[src/rtl/l1_cache_pkg.sv]
// Shared L1 cache constants, address split and refill FSM state encoding.
package l1_cache_pkg;

    localparam int unsigned TAG_W  = 23;
    localparam int unsigned SET_W  = 4;
    localparam int unsigned WORD_W = 3;
    localparam int unsigned OFF_W  = 2;

    typedef enum logic {
        IDLE,
        FILL
    } fill_state_e;

    typedef struct packed {
        logic [TAG_W-1:0]  tag;
        logic [SET_W-1:0]  set;
        logic [WORD_W-1:0] word;
        logic [OFF_W-1:0]  off;
    } cache_addr_t;

    function automatic cache_addr_t split_addr(input logic [31:0] addr);
        return cache_addr_t'(addr);
    endfunction

endpackage

[src/rtl/l1_refill_ctrl_if.sv]
// Single-word read port between the refill controller and memory.
interface l1_refill_ctrl_if;

    logic        mem_req;
    logic [31:0] mem_addr;
    logic        mem_ack;
    logic [31:0] mem_rdata;

    modport master (
        output mem_req,
        output mem_addr,
        input  mem_ack,
        input  mem_rdata
    );

    modport slave (
        input  mem_req,
        input  mem_addr,
        output mem_ack,
        output mem_rdata
    );

endinterface

[src/rtl/l1_victim_sel.sv]
// Victim choice: lowest-index invalid line, otherwise the round-robin pointer.
module l1_victim_sel #(
    parameter  int unsigned NLINES = 8,
    localparam int unsigned IDX_W  = $clog2(NLINES)
) (
    input  logic              clk,
    input  logic              reset,
    input  logic [NLINES-1:0] line_valid,
    input  logic              fill_done,
    input  logic [IDX_W-1:0]  fill_idx,
    output logic [IDX_W-1:0]  victim
);

    logic [IDX_W-1:0] rr_ptr_q;
    logic             found;

    always_ff @(posedge clk or negedge reset) begin
        if (!reset) begin
            rr_ptr_q <= '0;
        end else if (fill_done) begin
            // NLINES is a power of two, so the add wraps modulo NLINES.
            rr_ptr_q <= fill_idx + IDX_W'(1);
        end
    end

    always_comb begin
        victim = rr_ptr_q;
        found  = 1'b0;
        for (int unsigned i = 0; i < NLINES; i++) begin
            if (!line_valid[i] && !found) begin
                victim = IDX_W'(i);
                found  = 1'b1;
            end
        end
    end

endmodule

[src/rtl/l1_refill_ctrl.sv]
// L1 miss handler: owns per-line valid/tag/set, detects read misses and
// refills the victim line with an in-order 8-word burst from memory.
module l1_refill_ctrl
    import l1_cache_pkg::*;
#(
    parameter  int unsigned NLINES = 8,
    localparam int unsigned IDX_W  = $clog2(NLINES)
) (
    input  logic                    clk,
    input  logic                    reset,
    input  logic                    cpu_rreq,
    input  logic                    cpu_wreq,
    input  logic [31:0]             cpu_addr,
    input  logic [NLINES-1:0]       line_hit,
    input  logic                    inval,
    output logic                    cpu_stall,
    output logic [NLINES-1:0]       line_valid,
    output logic [NLINES*TAG_W-1:0] line_tag,
    output logic [NLINES*SET_W-1:0] line_set,
    output logic                    fill_active,
    output logic [NLINES-1:0]       fill_wreq,
    output logic [31:0]             fill_addr,
    output logic [31:0]             fill_wdata,
    output logic [3:0]              fill_wmask,
    l1_refill_ctrl_if.master        mem
);

    fill_state_e                   state_q, state_d;
    logic [NLINES-1:0]             valid_q;
    logic [NLINES-1:0][TAG_W-1:0]  tags_q;
    logic [NLINES-1:0][SET_W-1:0]  sets_q;
    logic [WORD_W-1:0]             cnt_q;
    logic [IDX_W-1:0]              vic_q;
    logic [IDX_W-1:0]              victim;
    logic                          inval_pend_q;

    logic        miss, clr_all, start_fill, beat, fill_done;
    cache_addr_t cpu_a;
    logic        unused_ok;

    assign cpu_a     = split_addr(cpu_addr);
    assign unused_ok = ^{cpu_wreq, cpu_a.word, cpu_a.off};

    l1_victim_sel #(.NLINES(NLINES)) u_victim (
        .clk        (clk),
        .reset      (reset),
        .line_valid (valid_q),
        .fill_done  (fill_done),
        .fill_idx   (vic_q),
        .victim     (victim)
    );

    always_ff @(posedge clk or negedge reset) begin
        if (!reset) state_q <= IDLE;
        else        state_q <= state_d;
    end

    // A deferred invalidate is treated like a live one, so it also holds off a coincident miss.
    always_comb begin
        miss       = cpu_rreq & ~|line_hit;
        clr_all    = (state_q == IDLE) & (inval | inval_pend_q);
        start_fill = (state_q == IDLE) & miss & ~clr_all;
        beat       = (state_q == FILL) & mem.mem_ack;
        fill_done  = beat & (cnt_q == '1);
        state_d    = state_q;
        fill_wreq  = '0;
        cpu_stall  = miss;
        case (state_q)
            IDLE: if (start_fill) state_d = FILL;
            FILL: begin
                cpu_stall = 1'b1;
                if (beat)      fill_wreq[vic_q] = 1'b1;
                if (fill_done) state_d = IDLE;
            end
            default: state_d = IDLE;
        endcase
    end

    always_ff @(posedge clk or negedge reset) begin
        if (!reset) begin
            valid_q      <= '0;
            tags_q       <= '0;
            sets_q       <= '0;
            cnt_q        <= '0;
            vic_q        <= '0;
            inval_pend_q <= 1'b0;
        end else begin
            if (clr_all) begin
                valid_q      <= '0;
                inval_pend_q <= 1'b0;
            end
            if ((state_q == FILL) && inval) inval_pend_q <= 1'b1;
            if (start_fill) begin
                valid_q[victim] <= 1'b0;
                tags_q[victim]  <= cpu_a.tag;
                sets_q[victim]  <= cpu_a.set;
                vic_q           <= victim;
                cnt_q           <= '0;
            end
            if (beat)      cnt_q <= cnt_q + WORD_W'(1);
            if (fill_done) valid_q[vic_q] <= 1'b1;
        end
    end

    assign line_valid   = valid_q;
    assign line_tag     = tags_q;
    assign line_set     = sets_q;
    assign fill_active  = (state_q == FILL);
    assign fill_addr    = {tags_q[vic_q], sets_q[vic_q], cnt_q, {OFF_W{1'b0}}};
    assign fill_wdata   = mem.mem_rdata;
    assign fill_wmask   = 4'hF;
    assign mem.mem_req  = (state_q == FILL);
    assign mem.mem_addr = fill_addr;

endmodule

[src/flat_wrapper.sv]
// flat-port wrapper written by rule: the top's interface ports become plain ports
module l1_refill_ctrl_flat import l1_cache_pkg::*;
#(
    parameter  int unsigned NLINES = 8,
    localparam int unsigned IDX_W  = $clog2(NLINES)
)
  (clk, reset, cpu_rreq, cpu_wreq, cpu_addr, line_hit, inval, cpu_stall, line_valid, line_tag, line_set, fill_active, fill_wreq, fill_addr, fill_wdata, fill_wmask, mem_mem_req, mem_mem_addr, mem_mem_ack, mem_mem_rdata);
  l1_refill_ctrl_if mem_i ();
  input  logic clk;
  input  logic reset;
  input  logic cpu_rreq;
  input  logic cpu_wreq;
  input  logic [31:0] cpu_addr;
  input  logic [NLINES-1:0] line_hit;
  input  logic inval;
  output logic cpu_stall;
  output logic [NLINES-1:0] line_valid;
  output logic [NLINES*TAG_W-1:0] line_tag;
  output logic [NLINES*SET_W-1:0] line_set;
  output logic fill_active;
  output logic [NLINES-1:0] fill_wreq;
  output logic [31:0] fill_addr;
  output logic [31:0] fill_wdata;
  output logic [3:0] fill_wmask;
  output wire logic [$bits(mem_i.mem_req)-1:0] mem_mem_req;
  output wire logic [$bits(mem_i.mem_addr)-1:0] mem_mem_addr;
  input wire logic [$bits(mem_i.mem_ack)-1:0] mem_mem_ack;
  input wire logic [$bits(mem_i.mem_rdata)-1:0] mem_mem_rdata;
  assign mem_mem_req = mem_i.mem_req;
  assign mem_mem_addr = mem_i.mem_addr;
  assign mem_i.mem_ack = mem_mem_ack;
  assign mem_i.mem_rdata = mem_mem_rdata;
  l1_refill_ctrl #(.NLINES(NLINES)) u_core (.clk(clk), .reset(reset), .cpu_rreq(cpu_rreq), .cpu_wreq(cpu_wreq), .cpu_addr(cpu_addr), .line_hit(line_hit), .inval(inval), .cpu_stall(cpu_stall), .line_valid(line_valid), .line_tag(line_tag), .line_set(line_set), .fill_active(fill_active), .fill_wreq(fill_wreq), .fill_addr(fill_addr), .fill_wdata(fill_wdata), .fill_wmask(fill_wmask), .mem(mem_i));
endmodule
[config.mk]
export PLATFORM = sky130hd
export DESIGN_NAME = l1_refill_ctrl_flat
export DESIGN_NICKNAME = d
export VERILOG_FILES = /design/src/rtl/l1_cache_pkg.sv /design/src/rtl/l1_refill_ctrl_if.sv /design/src/rtl/l1_victim_sel.sv /design/src/rtl/l1_refill_ctrl.sv /design/src/flat_wrapper.sv
export SDC_FILE = /design/constraint.sdc
export NUM_CORES = 1
export LEC_CHECK = 0
export CAP_MARGIN = 20
export CORE_MARGIN = 3
export CORE_UTILIZATION = 29
export DETAILED_ROUTE_END_ITERATION = 6
export GPL_TIMING_DRIVEN = 0
export SYNTH_ARGS = -nofsm -noshare
export SYNTH_HDL_FRONTEND = slang
export SYNTH_SLANG_ARGS = --single-unit
[constraint.sdc]
create_clock -name clk -period 3.8 [get_ports clk]
set_clock_uncertainty 0.15 [all_clocks]
set_input_delay 0.38 -clock clk [delete_from_list [all_inputs] [get_ports clk]]
set_output_delay 0.38 -clock clk [all_outputs]
set_load 0.02 [all_outputs]
Word level (Yosys, flattened, before mapping):

Cells that the tools add are included.

* order comparisons: 4
* mux-type cells: 42
* bitwise gates (word level): 12
* equal/unequal tests: 1
* $add $sub $neg: 2
* reduce and logical (&&, ||, !) cells: 27

Operators with widths (number)
* 184-bit bitwise mux: 1
* 23-bit binary-select mux with 3-bit select: 1
* 23-bit demux with 3-bit select: 1
* 23-bit two-way mux: 2
* 8-bit two-way mux: 5
* 32-bit bitwise mux: 1
* 3-bit two-way mux: 10
* 1-bit logical NOT: 14
* 1-bit two-way mux: 14
* 4-bit binary-select mux with 3-bit select: 1
* 4-bit demux with 3-bit select: 1
* 1-bit logical AND: 10
* 8-bit AND: 1
* 3-bit by 4-bit less-than comparator with 1-bit output (second input constant): 2
* 4-bit two-way mux: 2
* 8-bit NOT: 1
* 8-bit OR: 1
* 8-bit OR reduction: 1
* 3-bit by 1-bit adder with 3-bit output (second input constant): 2
* 1-bit AND: 6
* 1-bit demux with 3-bit select: 2
* 3-bit by 1-bit >= comparator with 1-bit output (second input constant): 2
* 2-bit nonzero test: 2
* 3-bit == test (second input constant): 1
* other kinds (3): 4

* word-level logic and storage cells: 110
* output and inout bits: 335
* bits of input ports: 78
* flip-flop bits (word level): 235

Logic depth before layout (Yosys ltp):

* depth in word-level cells: 30
* gate-level depth with buffers: 9
* mapped depth without buffers: 5

Hierarchy:

From an unflattened synthesis, not the netlist that was laid out.

* cell total of the unflattened synthesis: 839
* area, all modules: 11200.7 um^2

By module, submodules not included
* l1_refill_ctrl: cells each 816, area each 11000.6 um^2, instances 1, sequential area each 5805.6 um^2
* l1_victim_sel: cells each 23, area each 200.2 um^2, instances 1, sequential area each 75.1 um^2

Least setup slack after synthesis:

Ideal clock, no wire load.

* path kind: register -> output
* start point: register u_core.vic_q[0]
* end point: output mem_mem_addr[15]
* data arrival time: 2.545 ns
* required time: 3.270 ns
* buffers on the path: 4
* slack: 0.725 ns
* stages on the path, launching flop included: 8
* path through: dfrtp_1 clkbuf_1 buf_1 and2_1 clkbuf_1 a221oi_1 o21ai_0 buf_4

* cells in the longest elaborated chain, start to end: 2

RTL lines
* start, declared: RTL line l1_refill_ctrl.sv:33 `logic [IDX_W-1:0] vic_q;`
* start signal, assigned: RTL line l1_refill_ctrl.sv:97 `vic_q <= victim;`
* 23-bit binary-select mux with 3-bit select: RTL line l1_refill_ctrl.sv:109 `assign fill_addr = {tags_q[vic_q], sets_q[vic_q], cnt_q, {OFF_W{1'b0}}};`
* 23-bit two-way mux (not written as such): RTL line l1_refill_ctrl.sv:109
* end, declared: RTL line flat_wrapper.sv:26 `output wire logic [$bits(mem_i.mem_addr)-1:0] mem_mem_addr;`

No other way between the ends. The select of a mux whose other input is x is not followed.

Final worst setup path:

* start point: register u_core.vic_q[1]
* end point: output mem_mem_addr[22]

The elaborated chain is that of the path after synthesis.

==> flow_summary.toml <==
[status]
run_status = "finished, final reports clean"

[power_and_ir_drop]
power.total_mw = 6.14
ir_drop_uv = 358
power.leakage_nw = 7.80
p_per_area_mw_per_mm2 = 359

[cts]
cts_buffers = 30
postCtsSetupBuffers = 0
clk_pin_slew_worst_paths_ns = 0.06
cts_max_level = 1
clk_latency_ns = 0.55
cts-root-buf = "clkbuf_16"
ctsLongestPathBuffers = 3
cts_tree = "yes"
cts_sinks = 235

[critical_path]
crit_top_cell = "buf_4"
r2r_slack_ns = 0.21
worst-path-stages = 7
crit_arrival_ns = 3.18
crit_path_cell_trace = "inv_1 > buf_4 > buf_4 > a221oi_1 > o22ai_1 > buf_4 > clkdlybuf4s50_1"
endpoint_kind = "output port"
cp.buffers_inverters = 5
cp-start-kind = "flop"
critical_path.max_stage_delay_ns = 0.59
r2r_cells = 6
path_delay_family = "buffers and inverters"
cp_max_fo = 10
criticalPathCategory = "reg2out"
r2r_start = "u_core.line_valid[4]$_DFF_PN0_"
required_ns = 3.27
crit_slowest_cell = "clkdlybuf4s50_1"
r2r-end = "u_core.line_tag[112]$_DFFE_PN0P_"

[floorplanning]
dieArea_mm2 = 0.0419
coreArea_mm2 = 0.0388
die_x_um = 205
initial_utilization_pct = 29.5
num_rows = 72
num_io_pins = 413
die_h_um = 205

[logic_synthesis]
synthCells = 837
ys_warn_count = 0
synth_edf_count = 0
async_reset_ff_share_pct = 100
ys_ff_latch = 235
synthesis.area_mm2 = 0.0114
synth_cell_types = 55
syn_area_per_cell_um2 = 13.7
yosysSeqAreaShare_pct = 51.4
yosys_most_used_dff = "dfrtp_1"

[global_routing]
grt_first_pass_wirelength_mm = 66.1
grt_max_degree = 112
grt_pass1_vias = 9108
track_usage_pct = 21.7
grt_overflow_total = 0
antenna_found_initial = 0

[timing]
worst_pin_slew_ns = 1.01
period_minus_slack_ns = 3.71
finalHoldViolations = 0
fmax_mhz = 269
setup_viol = 0
period_share_pct = 97.7
slew_headroom_pct = 32.7
rsz0062_at_grt = "true"
slew_violations = 0

[placement]
dp_hpwl_mm = 33.3
port_buffers = 366
gp_congestion = 0.780
placed_area_mm2 = 0.0159

[route]
avgViaCountPerCell = 4.91
drt-initial-drc-count = 459
wl_per_cell_um = 26.2
ant_nets = 0
drtPass1Iterations = 4
remaining_drc_errors = 0
via_count = 8781
totalWireLength_mm = 46.8

[layout]
multi_input_area_mm2 = 0.00483
diodes = 0
area_delta_synth_final_pct = 49.6
final_nets = 1328
fill_cells = 3585
regArea_mm2 = 0.00588
mostFrequentLayoutCell = "clkdlybuf4s50_1"
layout-drive-gt1-share_pct = 35.8
most-common-layout-cells = "clkdlybuf4s50_1 (365), dfrtp_1 (234), mux2_2 (208), buf_4 (78), nand2_1 (41)"
stdcell_area_mm2 = 0.0171

[worst_hold_path]
min_path_type = "in2async"

[job]
max_cap_violations = 0
==> flip-flops by register name, summed over array words and instances, names as in the netlist <==
name,flops
u_core.cnt_q,3
u_core.vic_q,3
u_core.fill_active,1
u_core.line_valid,8
u_core.line_set,32
u_core.u_victim.rr_ptr_q,3
u_core.inval_pend_q,1
u_core.line_tag,184
==> layer usage <==
layer	vias up	GRT usage, %	wire length, µm
met5	-	0	0
met4	0	4.67	1110
met3	58	5.09	3040
met2	311	36.7	22600
met1	4546	28.4	20100
li1	3866	-	-
==> how the worst max path moves through the flow <==
stage / start / slack, ns / endpoint
after detailed placement: u_core.vic_q[0]$_DFFE_PN0P_ / -1.19 / mem_mem_addr[21]
after CTS: u_core.vic_q[0]$_DFFE_PN0P_ / 0.003 / mem_mem_addr[9]
final: u_core.vic_q[1]$_DFFE_PN0P_ / 0.09 / mem_mem_addr[22]
after global routing: u_core.vic_q[1]$_DFFE_PN0P_ / -0.005 / mem_mem_addr[22]
after floorplan: u_core.vic_q[0]$_DFFE_PN0P_ / 0.72 / mem_mem_addr[15]
after global placement: reset / -8.35 / u_core.line_tag[114]$_DFFE_PN0P_
==> Yosys cell counts (all sizes together), types with 2 or more instances <==
cell type / instances / area share [%]
mux2: 247 / 26
dfrtp: 235 / 51
buf: 86 / 6.0
nand2: 41 / 1.3
a221oi: 33 / 2.5
clkbuf: 31 / 1.0
mux4: 17 / 3.3
o21ai: 17 / 0.74
a22oi: 16 / 1.1
nor2: 14 / 0.46
o22ai: 12 / 0.66
nand3: 9 / 0.44
a21oi: 8 / 0.65
nor3: 8 / 0.35
and2: 5 / 0.27
and3: 5 / 0.27
a221o: 3 / 0.26
a31o: 3 / 0.23
ha: 3 / 0.33
inv: 3 / 0.098
mux2i: 3 / 0.26
nand3b: 3 / 0.31
nand4: 3 / 0.16
a222oi: 2 / 0.18
a22o: 2 / 0.15
and4: 2 / 0.15
conb: 2 / 0.066
nor2b: 2 / 0.11
o221ai: 2 / 0.15
o2bb2ai: 2 / 0.15
o31ai: 2 / 0.13
or3: 2 / 0.11
or3b: 2 / 0.18
or4: 2 / 0.20
==> cell type report <==
| cell class | count | share of cell area, % |
|---|---|---|
| Buffer | 114 | 5.18 |
| Inverter | 4 | 0.117 |
| Sequential cell | 235 | 34.4 |
| Clock inverter | 11 | 0.877 |
| Clock buffer | 43 | 5.14 |
| Timing Repair Buffer | 375 | 22.3 |
| Tap cell | 518 | 3.79 |
| Multi-Input combinational cell | 487 | 28.2 |
==> power by group <==
part           switching [mW]  total [mW]  internal, mW
logic                   0.333       0.614         0.281
clock network            1.14        2.94          1.80
registers              0.0487        2.59          2.54
==> per-stage QoR <==
step,hold slack (ns),setup TNS (ns),instances,setup WS [ns],utilization (%)
3_5_place_dp,0.0739,-45.63,1734,-1.19,41.0
2_1_floorplan,-0.0656,0,843,0.725,-
4_1_cts,0.0618,0,1786,0.00328,44.0
3_3_place_gp,0.306,-2020.15,1727,-8.35,40.6
5_1_grt,0.0776,-0.00528,1787,-0.00528,44.1
6_report,0.0845,0,1787,0.0891,44.1
==> logic make-up (layout without fill, tap and decap cells) <==
family                   count (synthesis)  count (layout)  synth area share (%)
AO/OA/AOI/OAI                          106             106                  7.19
XOR/XNOR                                 1               1                0.0766
adder cells (fa/ha/maj)                  3               3                 0.328
buffers and inverters                  121             547                  7.11
flip-flops                             235             235                  51.4
multiplexers                           267             267                  29.2
other                                    2               8                0.0657
AND/OR/NAND/NOR                        102             102                  4.63
==> timing repair <==
| action | CTS | global route |
|---|---|---|
| hold buffers | 1 | 0 |
| endpoints found under the hold margin | 235 | 0 |
| pin swaps | 1 | 0 |
| setup endpoints to repair | 60 | 10 |
| gates resized for setup | 72 | 10 |
(Power assumes the default switching activity.)
